## config.mk

```make
export PLATFORM = sky130hd
export DESIGN_NAME = mem_burst_arbiter
export DESIGN_NICKNAME = d
export VERILOG_FILES = /design/src/rtl/mem_burst_arbiter.sv
export SDC_FILE = /design/constraint.sdc
export NUM_CORES = 1
export LEC_CHECK = 0
export CORE_MARGIN = 2
export CORE_UTILIZATION = 30
export DETAILED_ROUTE_END_ITERATION = 10
export GPL_TIMING_DRIVEN = 0
export PLACE_DENSITY = 0.87
export SLEW_MARGIN = 20
export SYNTH_ARGS = -nofsm -noshare
export SYNTH_HDL_FRONTEND = slang
export SYNTH_SLANG_ARGS = --single-unit
```

## constraint.sdc

```tcl
create_clock -name clk -period 2.16 [get_ports clk]
set_clock_uncertainty 0.05 [all_clocks]
set_input_delay 0.432 -clock clk [delete_from_list [all_inputs] [get_ports clk]]
set_output_delay 0.432 -clock clk [all_outputs]
set_load 0.02 [all_outputs]
```

## src/rtl/mem_burst_arbiter.sv

```systemverilog
// Two-requester burst arbiter driving a single-port memory with fixed-length bursts.
// Define MEM_ARB_FIXED_PRIO_EN for fixed priority (requester 0 wins ties); default is round-robin.
module mem_burst_arbiter #(
    parameter int unsigned ADDR_W    = 19,
    parameter int unsigned DATA_W    = 32,
    parameter int unsigned BURST_LEN = 18
) (
    input  logic              clk,
    input  logic              rst,
    input  logic [1:0]        req,
    input  logic [1:0]        req_we,
    input  logic [ADDR_W-1:0] req_addr0,
    input  logic [ADDR_W-1:0] req_addr1,
    input  logic [DATA_W-1:0] req_wdata0,
    input  logic [DATA_W-1:0] req_wdata1,
    output logic              mem_re,
    output logic              mem_we,
    output logic [ADDR_W-1:0] mem_addr,
    output logic [DATA_W-1:0] mem_wdata,
    input  logic [DATA_W-1:0] mem_rdata,
    output logic [1:0]        gnt,
    output logic [1:0]        rvalid,
    output logic [1:0]        done
);

    localparam int unsigned BEAT_W = $clog2(BURST_LEN);
    localparam logic [BEAT_W-1:0] LAST_BEAT = BEAT_W'(BURST_LEN - 1);

    typedef enum logic [1:0] {StIdle, StBurst, StDrain, StTurn} state_e;

    state_e              state_q, state_d;
    logic                winner_q, winner_d;
    logic                dir_we_q, dir_we_d;
    logic [ADDR_W-1:0]   base_q, base_d;
    logic [BEAT_W-1:0]   beat_q, beat_d;
    logic [1:0]          gnt_q, gnt_d;
    logic [1:0]          rvalid_q, rvalid_d;
    logic                pick;
    logic [1:0]          owner_oh;

`ifdef MEM_ARB_FIXED_PRIO_EN
    always_comb begin
        pick = ~req[0];
    end
`else
    // prio_q names the requester that wins the next tie.
    logic prio_q, prio_d;

    always_comb begin
        if (req == 2'b11) begin
            pick = prio_q;
        end else begin
            pick = req[1];
        end
    end

    always_comb begin
        prio_d = prio_q;
        if (state_q == StIdle && |req) begin
            prio_d = ~pick;
        end
    end

    always_ff @(posedge clk) begin
        if (rst) begin
            prio_q <= 1'b0;
        end else begin
            prio_q <= prio_d;
        end
    end
`endif

    assign owner_oh = winner_q ? 2'b10 : 2'b01;

    always_comb begin
        state_d   = state_q;
        winner_d  = winner_q;
        dir_we_d  = dir_we_q;
        base_d    = base_q;
        beat_d    = beat_q;
        gnt_d     = gnt_q;
        mem_re    = 1'b0;
        mem_we    = 1'b0;
        mem_addr  = '0;
        done      = 2'b00;

        unique case (state_q)
            StIdle: begin
                if (|req) begin
                    winner_d = pick;
                    dir_we_d = pick ? req_we[1] : req_we[0];
                    base_d   = pick ? req_addr1 : req_addr0;
                    beat_d   = '0;
                    gnt_d    = pick ? 2'b10 : 2'b01;
                    state_d  = StBurst;
                end
            end
            StBurst: begin
                mem_re   = ~dir_we_q;
                mem_we   = dir_we_q;
                mem_addr = base_q + ADDR_W'(beat_q);
                beat_d   = beat_q + BEAT_W'(1);
                if (beat_q == LAST_BEAT) begin
                    if (dir_we_q) begin
                        done    = owner_oh;
                        gnt_d   = 2'b00;
                        state_d = StTurn;
                    end else begin
                        state_d = StDrain;
                    end
                end
            end
            StDrain: begin
                // Last read beat's data lands here alongside completion.
                done    = owner_oh;
                gnt_d   = 2'b00;
                state_d = StTurn;
            end
            StTurn: begin
                state_d = StIdle;
            end
            default: begin
                state_d = StIdle;
            end
        endcase
    end

    always_comb begin
        rvalid_d  = mem_re ? owner_oh : 2'b00;
        mem_wdata = '0;
        if (mem_we) begin
            mem_wdata = winner_q ? req_wdata1 : req_wdata0;
        end
    end

    always_ff @(posedge clk) begin
        if (rst) begin
            state_q  <= StIdle;
            winner_q <= 1'b0;
            dir_we_q <= 1'b0;
            base_q   <= '0;
            beat_q   <= '0;
            gnt_q    <= 2'b00;
            rvalid_q <= 2'b00;
        end else begin
            state_q  <= state_d;
            winner_q <= winner_d;
            dir_we_q <= dir_we_d;
            base_q   <= base_d;
            beat_q   <= beat_d;
            gnt_q    <= gnt_d;
            rvalid_q <= rvalid_d;
        end
    end

    assign gnt    = gnt_q;
    assign rvalid = rvalid_q;

    a_strobe_excl : assert property (@(posedge clk) disable iff (rst) !(mem_re && mem_we));
    a_gnt_onehot0 : assert property (@(posedge clk) disable iff (rst) $onehot0(gnt));
    a_addr_idle   : assert property (@(posedge clk) disable iff (rst)
                                     !(mem_re || mem_we) |-> (mem_addr == '0));
    a_rdata_known : assert property (@(posedge clk) disable iff (rst)
                                     |rvalid |-> !$isunknown(mem_rdata));

endmodule

```

After elaboration in Yosys (flattened, before gate mapping)
Index checks and enable logic that the tools add are counted.

operators by class
  add/sub/neg operators = 2
  multiply operators = 0
  div/mod/pow operators = 0
  magnitude comparators = 0
  equality and inequality tests = 8
  shift-type cells = 0
  mux-type cells = 23
  bitwise logic cells = 3
  reduce and logical (&&, ||, !) cells = 10

operators with widths
  operator             number
  $mux 32              2
  $mux 19              2
  $add 19x5->19        1
  $mux 2               9
  $pmux 5 s2           1
  $pmux 2 s4           1
  $eq 2x2->1 const B   3
  $pmux 2 s3           1
  $reduce_and 2->1     3
  $add 5x1->5 const B  1
  $eq 5x5->1 const B   1
  $mux 1               5
  $mux 5               1
  $ne 2x2->1 const B   2
  $pmux 2 s2           1
  $reduce_and 4->1     1
  $reduce_or 2->1      2
  $not 1->1            3
  $reduce_bool 3->1    1
  $eq 2x1->1 const B   1
  $logic_not 2->1      1
  $ne 2x1->1 const B   1
  $reduce_bool 2->1    1
  $logic_and 1x1->1    1

word-level totals
  register bits after elaboration = 33
  latch bits = 0
  RAM bits = 0
  bits in read-only memories = 0
  output and inout port bits = 59
  word-level logic and storage cells = 54
  memories kept = 0

Depth between registers and ports, before layout
Gate-level depths: netlist of the first run.

  word-level depth = 5
  mapped depth = 7
  depth with buffers taken out = 6

Worst setup path after synthesis of the first run
No wires, ideal clock.

  kind = flip-flop to output port
  start = register beat_q[0]
  end = output port mem_addr[6]
  arrival = 2.094 ns
  path slack = -0.416 ns
  stages on the path, launching flop included = 8
  buffers on the path = 1
  path through = dfxtp_1 -> ha_1 -> fa_1 -> a211o_1 -> a21oi_1 -> buf_2 -> o21ai_0 -> a21oi_1

on the way
  cells in the longest elaborated chain, start to end = 2

RTL lines
  what                      RTL line  source
  start: declaration        35        logic [BEAT_W-1:0] beat_q, beat_d;
  start signal: assignment  150       beat_q <= beat_d;
  $add 19x5->19             101       mem_addr = base_q + ADDR_W'(beat_q);
  $mux 19                   87        unique case (state_q)
  end: declaration          18        output logic [ADDR_W-1:0] mem_addr,

Every way passes these cells.

Worst setup path in the final report of the first run
  start = register beat_q[1]
  end = output port mem_addr[14]

The elaborated chain is that of the path after synthesis.

==> results.py, run 1 <==
metrics = {
    "die": {
        "coreArea_um2": 7810,
        "io_pins": 199,
        "die_h_um": 94.3,
        "rows": 32,
        "die_area_um2": 8900,
        "dieWidth_um": 94.3,
        "start_util": 0.314,
    },
    "route": {
        "drtAntennaViolNets": 0,
        "post_drt_wl_per_cell_um": 17.7,
        "wl_met1_um": 3790,
        "met3_length_um": 740,
        "drt_iter0_drc": 214,
        "drcViolationCount": 0,
        "drt-total-wl_um": 10700,
        "highest_layer": "met4",
        "dr.pass1.iters": 6,
        "dr_wl_met2_um": 6000,
        "dr_total_vias": 3257,
        "vias_per_cell": 5.37,
    },
    "yosys": {
        "synth_area_per_cell_um2": 7.95,
        "ys_warn_count": 0,
        "synth_nets": 460,
        "netlist_instances": 308,
        "ys_ff_latch": 33,
        "synth-edff-count": 0,
        "synth_top_flop_cell": "dfxtp_1",
        "synthTopCellsByArea": "dfxtp_1 27%, mux2i_1 13%, nor2_1 10%",
        "yosysSeqAreaShare": 0.270,
        "synth_area_um2": 2450,
        "synth.distinct_cells": 41,
        "synth_top_cell_area_share": 0.270,
        "async_flop_share": 0,
        "synth_top_area_cell": "dfxtp_1",
    },
    "sta": {
        "setup_viol": 17,
        "worst_slack_ns": -0.606,
        "rsz0062_at_grt": "yes",
        "final.period_utilization": 1.28,
        "finalSetupTns_ns": -7.90,
        "max_slew_margin": 0.660,
        "maxSlewViolCount": 0,
        "max_slew.worst_pin.slew_ns": 0.510,
        "hold_viol_final": 0,
        "period_needed_ns": 2.77,
        "fmax_ghz": 0.362,
    },
    "clock_network": {
        "cts-root-buf": "clkbuf_8",
        "cts_buffer_depth": 2,
        "path_clk_slew_ns": 0.08,
        "clk_latency_ns": 0.29,
        "numCtsBuffers": 5,
        "clock-sinks": 33,
        "hold_buffers": 0,
        "htreeDepth": 2,
        "cts_tree": "done",
    },
    "finish": {
        "final_nets": 655,
        "multiInputGateArea_um2": 2000,
        "antennaDiodeCount": 0,
        "syn2layout_area_growth_pct": 96.6,
        "drive_gt1_frac": 0.331,
        "seqCellArea_um2": 691,
        "nFillCells": 662,
    },
    "grt": {
        "grt_pass1_wl_um": 15800,
        "overflow": 0,
        "grt_usage": 0.224,
        "grt_max_degree": 11,
        "grt_pass1_vias": 3204,
        "antenna_found_initial": 0,
    },
    "critical_path": {
        "required_ns": 1.68,
        "cp.arrival_ns": 2.28,
        "end_kind": "primary output",
        "worstPathMaxFanout": 5,
        "worstSetupPathType": "reg -> out",
        "cp-start-kind": "flip-flop",
    },
    "power": {
        "power_uw": 3520,
        "ir_drop_mv": 0.437,
        "powerDensity_nw_per_um2": 730,
        "leakage_uw": 0.00189,
    },
    "placed_design": {
        "port_buffers": 166,
        "gp_congestion": 0.813,
        "dpl.hpwl_um": 7800,
    },
    "flow_run": {
        "max-cap-violations": 0,
    },
    "run_status": {
        "status": "complete, but fails checks",
        "violations": "negative setup slack",
    },
    "worst_hold_path": {
        "min_path_type": "reg -> reg",
    },
}
per-stage QoR:
step | cell area (um^2) | hold slack (ns) | instances | setup WS [ns] | utilization
finish | 4810 | 0.465 | 606 | -0.606 | 0.617
global route | 4810 | 0.486 | 606 | -0.653 | 0.617
CTS | 4700 | 0.477 | 595 | -0.583 | 0.602
detailed placement | 4420 | 0.467 | 576 | -0.864 | 0.566
global placement | 4420 | 0.433 | 576 | -0.809 | 0.566
floorplan | 2630 | 0.436 | 308 | -0.145 | -
area by class of cell:
cell class / count / area share
Buffer: 22 / 0.0361
Clock buffer: 6 / 0.0151
Clock inverter: 2 / 0.00208
Inverter: 12 / 0.00936
Multi-Input combinational cell: 240 / 0.416
Sequential cell: 33 / 0.143
Tap cell: 102 / 0.0265
Timing Repair Buffer: 189 / 0.352
state kept, by name (all words and copies together) (netlist names):
name,count
gnt,2
rvalid,2
base_q,19
beat_q,5
winner_q,1
state_q,2
dir_we_q,1
prio_q,1
where the power goes:
part	internal [uW]	switching, uW	total [uW]
clock	223	234	458
combinational	952	1130	2080
sequential	773	200	973
total	1950	1570	3520
cell families after synthesis:
| kind of cell | Yosys count | synth area share |
|---|---|---|
| adders and majority gates | 12 | 0.0644 |
| and+or+nand+nor | 114 | 0.228 |
| AOI/OAI and AO/OA | 75 | 0.219 |
| muxes | 33 | 0.135 |
| buffers and inverters | 35 | 0.0628 |
| xor gates and xnor gates | 6 | 0.0215 |
| DFF | 33 | 0.270 |
cell usage after synthesis (all sizes together), types with 3 or more instances:
library cell   n
clkbuf        15
nor2          67
a21oi         21
and2           4
o31ai          5
dfxtp         33
nand4          3
ha            11
buf            8
a222oi        20
or4            5
inv           12
nand3          4
a211oi         3
nand2          8
mux2i         33
or3           11
xnor2          4
o21ai         16
layout by cell type, fill, tap and decap left out, types with 9 or more instances in the layout:
master	instances
a21oi_2	11
a222oi_1	20
buf_2	31
buf_4	24
buf_6	24
clkdlybuf4s50_1	111
dfxtp_1	19
dfxtp_2	9
inv_1	11
mux2i_1	33
nor2_1	65
or3_1	10
path summary, 6_finish.rpt:
path,from,end,slack [ns],depth (start not counted)
worst max-delay path,beat_q[1],mem_addr[14],-0.61,8
worst min-delay path,gnt[0],gnt[0],0.47,2
worst max register to register,state_q[0],base_q[3],0.17,6
worst min register to register,gnt[0],gnt[0],0.47,2
critical path: stages (launching register included):
cell     delay [ns]
dfxtp_4        0.36
buf_4          0.14
fa_2           0.40
a211o_1        0.34
a21oi_4        0.23
buf_6          0.16
o31ai_2        0.07
a21oi_2        0.15
buf_4          0.15
repair_timing:
item	in CTS	in global routing
endpoints found under the setup margin	55	45
buffers inserted	10	11
pin swaps	14	26
gates cloned	2	0
endpoints found under the hold margin	0	0
resized for setup	251	77
layer usage:
metal	global-route usage	vias up
met3	0.0439	26
met2	0.443	142
met1	0.242	1553
met5	0	-
met4	0.0507	0
li1	-	1536
Power figures use the tool's default switching activity.
==> run 2, diff against run 1 <==
--- a/config.mk
+++ b/config.mk
@@ -6,9 +6,10 @@
 export NUM_CORES = 1
 export LEC_CHECK = 0
+export ABC_AREA = 1
 export CORE_MARGIN = 2
-export CORE_UTILIZATION = 30
+export CORE_UTILIZATION = 35
 export DETAILED_ROUTE_END_ITERATION = 10
 export GPL_TIMING_DRIVEN = 0
-export PLACE_DENSITY = 0.87
+export PLACE_DENSITY = 0.91
 export SLEW_MARGIN = 20
 export SYNTH_ARGS = -nofsm -noshare
==> constraint.sdc (replaced) <==
create_clock -name clk -period 3.13 [get_ports clk]
set_clock_uncertainty 0.05 [all_clocks]
set_input_delay 0.313 -clock clk [delete_from_list [all_inputs] [get_ports clk]]
set_output_delay 0.313 -clock clk [all_outputs]
set_load 0.02 [all_outputs]
==> run 2 against run 1 <==
The flow now finishes without violations. Power down 32%. Setup slack better by 0.82 ns. Largest power group unchanged. Cell count up 22%. Via count is 11% higher. Non-clock buffer count shrank 23. First-iteration DRC count is 42% lower. Final area shrank 4.1%. Sequential power fell by 35%. Synthesized cell count is 51% higher.
==> results.py, run 2 <==
metrics = {
    "finish": {
        "final_nets": 790,
        "seqCellArea_um2": 661,
        "top_regs": "base_q x19, beat_q x5",
        "design_area_um2": 4620,
        "nFillCells": 674,
        "drive_gt1_frac": 0.0485,
        "largest-register": "base_q",
        "final_cell_mix": "191 x nand2_1, 164 x clkdlybuf4s50_1, 51 x a21oi_1",
        "largest_reg_flops": 19,
        "syn2layout_area_growth_pct": 70.9,
        "final_common_cell": "nand2_1",
        "multiInputGateArea_um2": 1750,
    },
    "yosys": {
        "synthTopCellsByArea": "nand2_1 27%, dfxtp_1 24%, a21oi_1 9.4%",
        "post-synth-top-count-cell": "nand2_1",
        "synth_area_per_cell_um2": 5.81,
        "synth_area_um2": 2700,
        "ys_ff_latch": 33,
        "synth_nets": 617,
        "synth_top_area_cell": "nand2_1",
        "async_flop_share": 0,
        "synth.cells.most_frequent": "191 x nand2_1, 51 x a21oi_1, 42 x nor2_1, 34 x inv_1, 33 x dfxtp_1",
        "ys_warn_count": 0,
        "synth_top_flop_cell": "dfxtp_1",
        "yosysSeqAreaShare": 0.244,
        "netlist_instances": 465,
        "synth_top_cell_area_share": 0.265,
        "synth.distinct_cells": 30,
        "synth-edff-count": 0,
    },
    "power": {
        "powerDensity_nw_per_um2": 519,
        "leakage_uw": 0.00194,
        "ir_drop_mv": 0.230,
    },
    "sta": {
        "finalSetupTns_ns": 0,
        "final.period_utilization": 0.931,
        "maxSlewViolCount": 0,
        "max_slew.worst_pin.slew_ns": 0.556,
        "period_needed_ns": 2.91,
        "fmax_ghz": 0.343,
        "worst_slack_ns": 0.215,
        "rsz0062_at_grt": "no",
        "hold_viol_final": 0,
        "setup_viol": 0,
        "max_slew_margin": 0.630,
    },
    "critical_path": {
        "r2r_cells": 7,
        "r2r_end": "base_q[8]",
        "startpoint": "beat_q[0]",
        "regToRegSetupSlack_ns": 1.47,
        "required_ns": 2.77,
        "end_kind": "primary output",
        "worstPathMaxFanout": 6,
        "cp-start-kind": "flip-flop",
        "cp-endpoint": "mem_addr[12]",
        "cp.arrival_ns": 2.55,
        "regToRegStartpoint": "state_q[0]",
        "worstSetupPathType": "reg -> out",
    },
    "die": {
        "die_area_um2": 8440,
        "io_pins": 199,
        "dieWidth_um": 91.9,
        "rows": 32,
        "start_util": 0.355,
        "coreArea_um2": 7610,
        "die_h_um": 91.9,
    },
    "run_status": {
        "status": "complete, no violations",
    },
    "flow_run": {
        "max-cap-violations": 0,
    },
    "route": {
        "dr.pass1.iters": 4,
        "post_drt_wl_per_cell_um": 13.2,
        "drtAntennaViolNets": 0,
        "drt_iter0_drc": 124,
        "drcViolationCount": 0,
        "dr_total_vias": 3617,
        "vias_per_cell": 4.87,
        "drt-total-wl_um": 9780,
    },
    "clock_network": {
        "htreeDepth": 2,
        "clk_latency_ns": 0.28,
        "clock-sinks": 33,
        "cts_tree": "done",
        "numCtsBuffers": 5,
        "cts_buffer_depth": 2,
        "path_clk_slew_ns": 0.08,
        "cts-root-buf": "clkbuf_8",
    },
    "grt": {
        "antenna_found_initial": 1,
        "grt_usage": 0.228,
        "grt_pass1_vias": 3516,
        "overflow": 0,
        "grt_pass1_wl_um": 15800,
        "grt_max_degree": 12,
    },
    "placed_design": {
        "dp_worst_setup_slack_ns": 0.450,
        "port_buffers": 166,
        "dpl.hpwl_um": 7970,
        "place_area_um2": 4490,
        "gp_congestion": 0.923,
    },
    "worst_hold_path": {
        "min_path_type": "reg -> reg",
    },
}
-- run 2: cell types whose count changed in the layout (fill, tap and decap cells not counted), sizes merged, moves of 23 or more --
cell / change
buf: -72
inv: +25
nand2: +188
a21oi: +30
nor2: -23
mux2i: -33
clkdlybuf4s50: +53
-- run 2: worst max-delay path, stage by stage, from the launching register on --
cell	delay, ns
dfxtp_1	0.37
ha_1	0.24
fa_1	0.45
nand3_1	0.11
nand3_1	0.13
nand4_1	0.13
a21oi_1	0.08
nor2_1	0.14
clkdlybuf4s50_1	0.63
-- run 2: logic make-up (layout without fill, tap and decap cells) --
logic type / count (synthesis) / after routing / synth area share
flops: 33 / 33 / 0.244
other cells: 0 / 1 / 0
compound gates: 85 / 85 / 0.179
buf+inv: 60 / 234 / 0.106
fa+ha+maj: 12 / 12 / 0.0583
simple gates: 275 / 275 / 0.412
-- run 2: timing repair --
action / CTS / global route
hold buffers: 0 / 0
setup endpoints to repair: 0 / 2
buffers inserted: 0 / 0
gates resized for setup: 0 / 2
-- run 2: routing by layer --
layer	wire, um	global-route usage	up-vias
met5	0	0	-
met4	321	0.106	0
met3	684	0.0592	19
met2	4920	0.407	137
met1	3850	0.252	1610
li1	-	-	1851
-- run 2: report_power, final --
part           internal [uW]  switching, uW
clock                    259            171
combinational            574            761
sequential               525            109
total                   1360           1040
-- run 2: worst min-delay path by stage --
stage	startpoint	endpoint	slack [ns]	cells past startpoint
after floorplan	req_addr0[16]	base_q[16]	0.41	2
after global placement	base_q[0]	base_q[0]	0.44	2
after detailed placement	base_q[0]	base_q[0]	0.44	2
after CTS	base_q[2]	base_q[2]	0.45	2
after global routing	base_q[0]	base_q[0]	0.48	2
final	base_q[0]	base_q[0]	0.45	2
-- run 2: area by class of cell --
class	count	area share
antenna	1	0.000542
buffer	22	0.0314
clock buffer	6	0.0179
multi-input combinational	372	0.380
tap	102	0.0276
sequential	33	0.143
clock inverter	2	0.00813
inverter	38	0.0309
timing repair buffer	166	0.361
-- run 2: through the flow --
step                hold WS (ns)  instances  total power [uW]   util
detailed placement         0.441        733              1980  0.590
global placement           0.440        733              1940  0.590
finish                     0.449        742              2400  0.607
floorplan                  0.407        465              1460      -
CTS                        0.453        741              2410  0.606
global route               0.482        742              2600  0.607
